### src/rtl/timer_arbiter_pkg.sv
// Shared constants and types for the interval-timer arbiter.
package timer_arbiter_pkg;

    localparam int TA_NREQ_DEFAULT  = 4;
    localparam int TA_WIDTH_DEFAULT = 8;

    typedef enum logic [1:0] {
        ST_IDLE = 2'd0,
        ST_RUN  = 2'd1,
        ST_DONE = 2'd2
    } ta_state_e;

    // Width of a requester index; never zero so a single requester still gets a 1-bit index.
    function automatic int ta_idx_width(input int n);
        return (n > 1) ? $clog2(n) : 1;
    endfunction

endpackage

### src/rtl/timer_arbiter_rr_pick.sv
// Combinational round-robin picker: the first asserted request strictly after
// index last (wrapping to 0) wins.
module rr_pick #(
    parameter int NREQ = 4,
    parameter int IDXW = 2
) (
    input  logic [NREQ-1:0] req_i,
    input  logic [IDXW-1:0] last_i,
    output logic [NREQ-1:0] winner_o,
    output logic            valid_o
);

    // Scan from the farthest candidate back to the nearest so the nearest asserted one is kept.
    always_comb begin
        winner_o = '0;
        for (int k = NREQ; k >= 1; k--) begin
            if (req_i[(int'(last_i) + k) % NREQ]) begin
                winner_o = '0;
                winner_o[(int'(last_i) + k) % NREQ] = 1'b1;
            end
        end
    end

    assign valid_o = |req_i;

endmodule

### src/rtl/timer_arbiter.sv
// Round-robin arbiter handing a single interval counter to NREQ requesters.
// Winner owns the counter for target+1 RUN cycles, then receives a done pulse.
module timer_arbiter
    import timer_arbiter_pkg::*;
#(
    parameter int NREQ  = TA_NREQ_DEFAULT,
    parameter int WIDTH = TA_WIDTH_DEFAULT
) (
    input  logic                  clk,
    input  logic                  reset,
    input  logic [NREQ-1:0]       req,
    input  logic [NREQ*WIDTH-1:0] len,
    output logic [NREQ-1:0]       gnt,
    output logic                  busy,
    output logic [WIDTH-1:0]      count,
    output logic [NREQ-1:0]       done
);

    localparam int IDXW = ta_idx_width(NREQ);

    ta_state_e        state_q, state_d;
    logic [WIDTH-1:0] count_q, count_d;
    logic [WIDTH-1:0] target_q, target_d;
    logic [NREQ-1:0]  owner_q, owner_d;
    logic [IDXW-1:0]  owner_idx_q, owner_idx_d;
    logic [IDXW-1:0]  last_q, last_d;

    logic [NREQ-1:0]  pick;
    logic             pick_valid;
    logic [IDXW-1:0]  pick_idx;

    rr_pick #(
        .NREQ (NREQ),
        .IDXW (IDXW)
    ) u_rr_pick (
        .req_i    (req),
        .last_i   (last_q),
        .winner_o (pick),
        .valid_o  (pick_valid)
    );

    // Encode the one-hot winner into an index for len slicing and last tracking.
    always_comb begin
        pick_idx = '0;
        for (int i = 0; i < NREQ; i++) begin
            if (pick[i]) pick_idx = IDXW'(i);
        end
    end

    // State registers; last starts at NREQ-1 so index 0 is favoured after reset.
    always_ff @(posedge clk or posedge reset) begin
        if (reset) begin
            state_q     <= ST_IDLE;
            count_q     <= '0;
            target_q    <= '0;
            owner_q     <= '0;
            owner_idx_q <= '0;
            last_q      <= IDXW'(NREQ - 1);
        end else begin
            state_q     <= state_d;
            count_q     <= count_d;
            target_q    <= target_d;
            owner_q     <= owner_d;
            owner_idx_q <= owner_idx_d;
            last_q      <= last_d;
        end
    end

    // Next-state: grant from IDLE, count in RUN (abort beats completion), one-cycle DONE.
    always_comb begin
        state_d     = state_q;
        count_d     = count_q;
        target_d    = target_q;
        owner_d     = owner_q;
        owner_idx_d = owner_idx_q;
        last_d      = last_q;
        unique case (state_q)
            ST_IDLE: begin
                if (pick_valid) begin
                    state_d     = ST_RUN;
                    count_d     = '0;
                    target_d    = len[int'(pick_idx)*WIDTH +: WIDTH];
                    owner_d     = pick;
                    owner_idx_d = pick_idx;
                end
            end
            ST_RUN: begin
                if ((req & owner_q) == '0) begin
                    // Requester withdrew: drop the interval, keep count, leave last alone.
                    state_d = ST_IDLE;
                    owner_d = '0;
                end else if (count_q == target_q) begin
                    state_d = ST_DONE;
                end else begin
                    count_d = count_q + WIDTH'(1);
                end
            end
            ST_DONE: begin
                state_d = ST_IDLE;
                last_d  = owner_idx_q;
                owner_d = '0;
            end
            default: state_d = ST_IDLE;
        endcase
    end

    assign gnt   = (state_q == ST_RUN)  ? owner_q : '0;
    assign done  = (state_q == ST_DONE) ? owner_q : '0;
    assign busy  = (state_q == ST_RUN) || (state_q == ST_DONE);
    assign count = count_q;

endmodule

### config.mk
export PLATFORM = sky130hd
export DESIGN_NAME = timer_arbiter
export DESIGN_NICKNAME = d
export VERILOG_FILES = /design/src/rtl/timer_arbiter_pkg.sv /design/src/rtl/timer_arbiter_rr_pick.sv /design/src/rtl/timer_arbiter.sv
export SDC_FILE = /design/constraint.sdc
export NUM_CORES = 1
export LEC_CHECK = 0
export CORE_MARGIN = 2
export CORE_UTILIZATION = 50
export DETAILED_ROUTE_END_ITERATION = 10
export PLACE_DENSITY = 0.82
export SKIP_LAST_GASP = 1
export SLEW_MARGIN = 10
export SYNTH_ARGS = -nofsm -noshare
export SYNTH_HDL_FRONTEND = slang
export SYNTH_SLANG_ARGS = --single-unit
### constraint.sdc
create_clock -name clk -period 6.8 [get_ports clk]
set_clock_uncertainty 0.05 [all_clocks]
set_input_delay 1.36 -clock clk [delete_from_list [all_inputs] [get_ports clk]]
set_output_delay 1.36 -clock clk [all_outputs]
set_load 0.01 [all_outputs]
# Word level (Yosys, flattened, before mapping)
# Index checks and enable logic that the tools add are counted.
# totals
reg_bits	26
inputBits	38
output_inout_bits	17
# classes
addsub	5
reduce_logical	18
mux	40
order_cmp	8
n_bitwise	5
n_eq_ne	8
shift	1
# op_table
op	n
$mux W4	8
$shiftx A32 B6 Y8	1
$mux W8	3
$lt A3 B4 Y1 const B	4
$pmux W8 S2	1
$mux W1	13
$ge A3 B1 Y1 const B	4
$pmux W4 S3	1
$mux W2	5
$add A8 B1 Y8 const B	1
$bmux W1 S2	4
$demux W1 S2	4
$eq A8 B8 Y1	1
$ne A2 B2 Y1 const B	4
$reduce_or A2 Y1	4
$add A2 B1 Y2 const B	2
$add A2 B2 Y2 const B	2
$and A1 B1 Y1 const A	4
$and A4 B4 Y4	1
$logic_and A1 B1 Y1	4
$logic_not A4 Y1	1
$pmux W2 S2	1
$reduce_and A2 Y1	2
$reduce_and A4 Y1	1
9 further kinds	9

# Longest topological paths before layout
# depth
word_depth	15
mapped_depth	11

# Modules after synthesis
# From an unflattened synthesis, not the netlist that was laid out.
# unflattened
hier_cells	234
area_unflattened_um2	2097.0
# modules_own_cells
module	area_per_inst_um2	seq_area_each_um2	cells_per_inst	n_inst
timer_arbiter	1721.7	653.1	189	1
rr_pick	375.4	0.0	45	1

# Worst setup path after synthesis
# OpenSTA, ideal clock, no wires.
# synth_path
kind	in2reg
startpoint	input req[1]
endpoint	register target_q[0]
arrival_time_ps	2972
stages	6
setup_ps	120
required_ps	6630
path_slack_ps	3658
path_cell_list	mux4_2 a21o_1 a31o_4 a221oi_4 nand2b_1 a41o_1
# synth_via
elab_chain_cells	11
# synth_rtl
element	line	text
from (decl)	timer_arbiter.sv:11	input logic [NREQ-1:0] req,
$bmux W1 S2	timer_arbiter_rr_pick.sv:17	if (req_i[(int'(last_i) + k) % NREQ]) begin
$mux W1 (not written as such) (2 in series)	timer_arbiter_rr_pick.sv:17	
$mux W4 (4 in series)	timer_arbiter_rr_pick.sv:17	
$mux W1	timer_arbiter.sv:46	if (pick[i]) pick_idx = IDXW'(i);
$mux W2 (2 in series)	timer_arbiter.sv:46	
$shiftx A32 B6 Y8	timer_arbiter.sv:82	target_d = len[int'(pick_idx)*WIDTH +: WIDTH];
to (signal assigned)	timer_arbiter.sv:62	target_q <= target_d;
to (decl)	timer_arbiter.sv:23	logic [WIDTH-1:0] target_q, target_d;
# Parallel ways exist; a longest one is shown, timed or not. The select of a mux whose other input is x is not followed.
# A chain may end at the register's enable or synchronous reset.

# Worst setup path after layout
# layout_path
startpoint	input req[0]
endpoint	register target_q[1]
# Same word-level chain as after synthesis.

==> flow_metrics.tcl <==
set metrics [dict create \
    grt_max_degree 27 \
    hp-class "flop to flop" \
    regArea_um2 653 \
    fin_cells 329 \
    drt.antenna.violating_nets 0 \
    first_iter_violations 79 \
    tightest_slew_ps 1010 \
    critPathRequiredTime_ps 6920 \
    root_buffer "clkbuf_8" \
    rsz0062_at_grt "no" \
    cts_tree "done" \
    drive_gt1_share_pct 9.32 \
    ios 55 \
    synth.avg_cell_area_um2 9.33 \
    vias 1883 \
    tns_ps 0 \
    postCtsHoldBufs 0 \
    drv_slew 0 \
    core_area_mm2 0.00406 \
    gp_congestion 0.861 \
    clkSlewWorstSetupHoldPaths_ps 90 \
    ctsLongestPathBuffers 2 \
    wl_per_cell_um 15.4 \
    firstDrtPassIters 4 \
    cts.sinks 26 \
    ys_seq_area_share_pct 30.6 \
    cts_made_buffers 3 \
    syn2layout_area_growth_pct 28.6 \
    grt_pass1_wl_um 8880 \
    multi_input_area_mm2 0.00139 \
    io_buffers 54 \
    nFillCells 350 \
    post-dp-hpwl_um 3820 \
    gr-total-overflow 0 \
    p_sw_share_pct 43.9 \
    final_hold_viol_count 0 \
    dieArea_mm2 0.00481 \
    antenna_found_initial 0 \
    synth_top_cell_area_share_pct 28.1 \
    setup_violations 0 \
    min_period_over_period_pct 55.4 \
    synth_seq_cells 26 \
    internal-power_uw 560 \
    avgViaCountPerCell 5.72 \
    fmax_ghz 0.266 \
    power_switching_uw 438 \
    powerDensity_mw_per_mm2 363 \
    htreeDepth 1 \
    max_stage_delay_ps 610 \
    critPathSlowestCell "mux4_2" \
    ir_drop_uv 261 \
    place_inst 325 \
    critPathMaxFanout 12 \
    die_w_um 69.4 \
    grt_pass1_vias 1850 \
    syn_area_mm2 0.00214 \
    crit_path_cell_trace "clkdlybuf4s50_1 -> mux4_2 -> a21oi_1 -> a221oi_1 -> a21oi_1 -> o21ai_0 -> a41o_1" \
    initial_core_util_pct 52.6 \
    clock_latency_ps 270 \
    p_leak_nw 1.15 \
    ys_types 47 \
    ctsResizeCount 0 \
    p_seq_share_pct 26.9 \
    die_y_um 69.4 \
    timing.final.crit_period_ps 3760 \
    yosys.area.top_type "dfrtp_1" \
    yosys-top-cells-area "dfrtp_1, ha_1, nand2b_1" \
    rows 23 \
    postCtsSetupBuffers 0 \
    synth_fp_nets 279 \
    relSlewSlack_pct 32.4 \
    cp.arrival_ps 3880 \
    clock_power_share_pct 12.9 \
    end_kind "flop" \
    pwr-share-comb_pct 60.2 \
    mostFrequentLayoutCells "clkdlybuf4s50_1, nand2_1, dfrtp_1" \
    post-route-drc-count 0 \
    yosysWarnings 0 \
    final_common_cell "clkdlybuf4s50_1" \
    max-cap-violations 0 \
    netlist_instances 229 \
    final_nets 330 \
    finalWirelength_um 5070 \
    num_antenna_cells 0 \
    status "completed" \
    startpoint_type "primary input" \
    grt_usage_pct 22.5 \
    cpMostUsedCell "a21oi_1" \
    crit_type "primary input to flop" \
]
==> through the flow <==
stage / worst slack, ps / area [µm²] / util, % / hold slack, ps / total power, mW
after floorplan: 3660 / 2140 / - / 404 / 0.727
after detailed placement: 2690 / 2680 / 65.9 / 446 / 0.864
final: 3040 / 2750 / 67.7 / 460 / 0.998
after CTS: 2980 / 2750 / 67.7 / 468 / 0.998
after global routing: 2780 / 2750 / 67.7 / 502 / 1.08
after global placement: 2830 / 2680 / 65.9 / 435 / 0.849
==> sequential cells by signal, summed over array words and instances (netlist names) <==
signal,cells
target_q,8
last_q,2
owner_idx_q,2
owner_q,4
state_q,2
count,8
==> critical path, delay by kind of cell <==
family	cells	cell delay, ps
buffers and inverters	1	530
AO/OA/AOI/OAI	5	1370
multiplexers	1	610
==> cells by family (layout without fill, tap and decap cells) <==
family          Yosys count  after routing  synth area share, %
simple gates             95             95                 24.7
fa+ha+maj                12             12                 7.03
buf+inv                  16             66                 4.39
flops                    26             26                 30.6
compound gates           59             59                 21.2
mux                      12             12                 8.44
xor+xnor                  9              9                 3.69
==> power groups by stage <==
stage | sequential, mW | clock, mW | combinational (mW)
final | 0.268 | 0.129 | 0.600
after floorplan | 0.252 | 0 | 0.475
after global placement | 0.269 | 0 | 0.580
after global routing | 0.276 | 0.136 | 0.672
after detailed placement | 0.271 | 0 | 0.593
after CTS | 0.269 | 0.131 | 0.599
==> worst paths after layout <==
path | startpoint | endpoint | slack (ps) | cells after the start
hold reg to reg | owner_idx_q[0] | last_q[0] | 460 | 2
hold / removal | owner_idx_q[0] | last_q[0] | 460 | 2
setup reg to reg | last_q[0] | target_q[1] | 3300 | 8
max in group asynchronous | reset | target_q[5] | 4510 | 2
setup / recovery | req[0] | target_q[1] | 3040 | 7
min in group asynchronous | reset | count[2] | 1580 | 2
==> layer usage <==
| layer | global-route usage [%] | vias up | wire length, µm |
|---|---|---|---|
| met5 | 0 | - | 0 |
| met4 | 5.66 | 0 | 43 |
| met3 | 3.63 | 4 | 185 |
| met2 | 38.9 | 52 | 2570 |
| met1 | 29.4 | 897 | 2270 |
| li1 | - | 930 | - |
==> layout make-up <==
| type | count | share of cell area [%] |
|---|---|---|
| multi-input combinational | 187 | 50.6 |
| sequential | 26 | 23.8 |
| timing repair buffer | 54 | 19.7 |
| tap | 50 | 2.28 |
| clock buffer | 3 | 1.50 |
| clock inverter | 1 | 1.09 |
| inverter | 8 | 1.09 |
==> synthesized netlist by cell type, drive strengths merged <==
cell type and count:
nor2b 2, o21a 2, o21ai 19, dfstp 2, nor2 6, nand2 29, nor3 1, nand3 5
buf 4, o211ai 1, ha 12, inv 8, a22o 5, a21o 3, nand3b 2, a31oi 3
mux4 4, nor4 3, or3 2, nand4 2, and2b 2, clkbuf 3, mux2 5, clkdlybuf4s15 1
xor2 9, nor3b 1, dfrtp 24, nand2b 18, o31ai 3, and2 11, or2b 7, a31o 1
mux2i 3, and3b 1, a21oi 9, o22a 1, and3 1, or4 2, a41o 8, a221oi 4
Power figures use the tool's default switching activity.
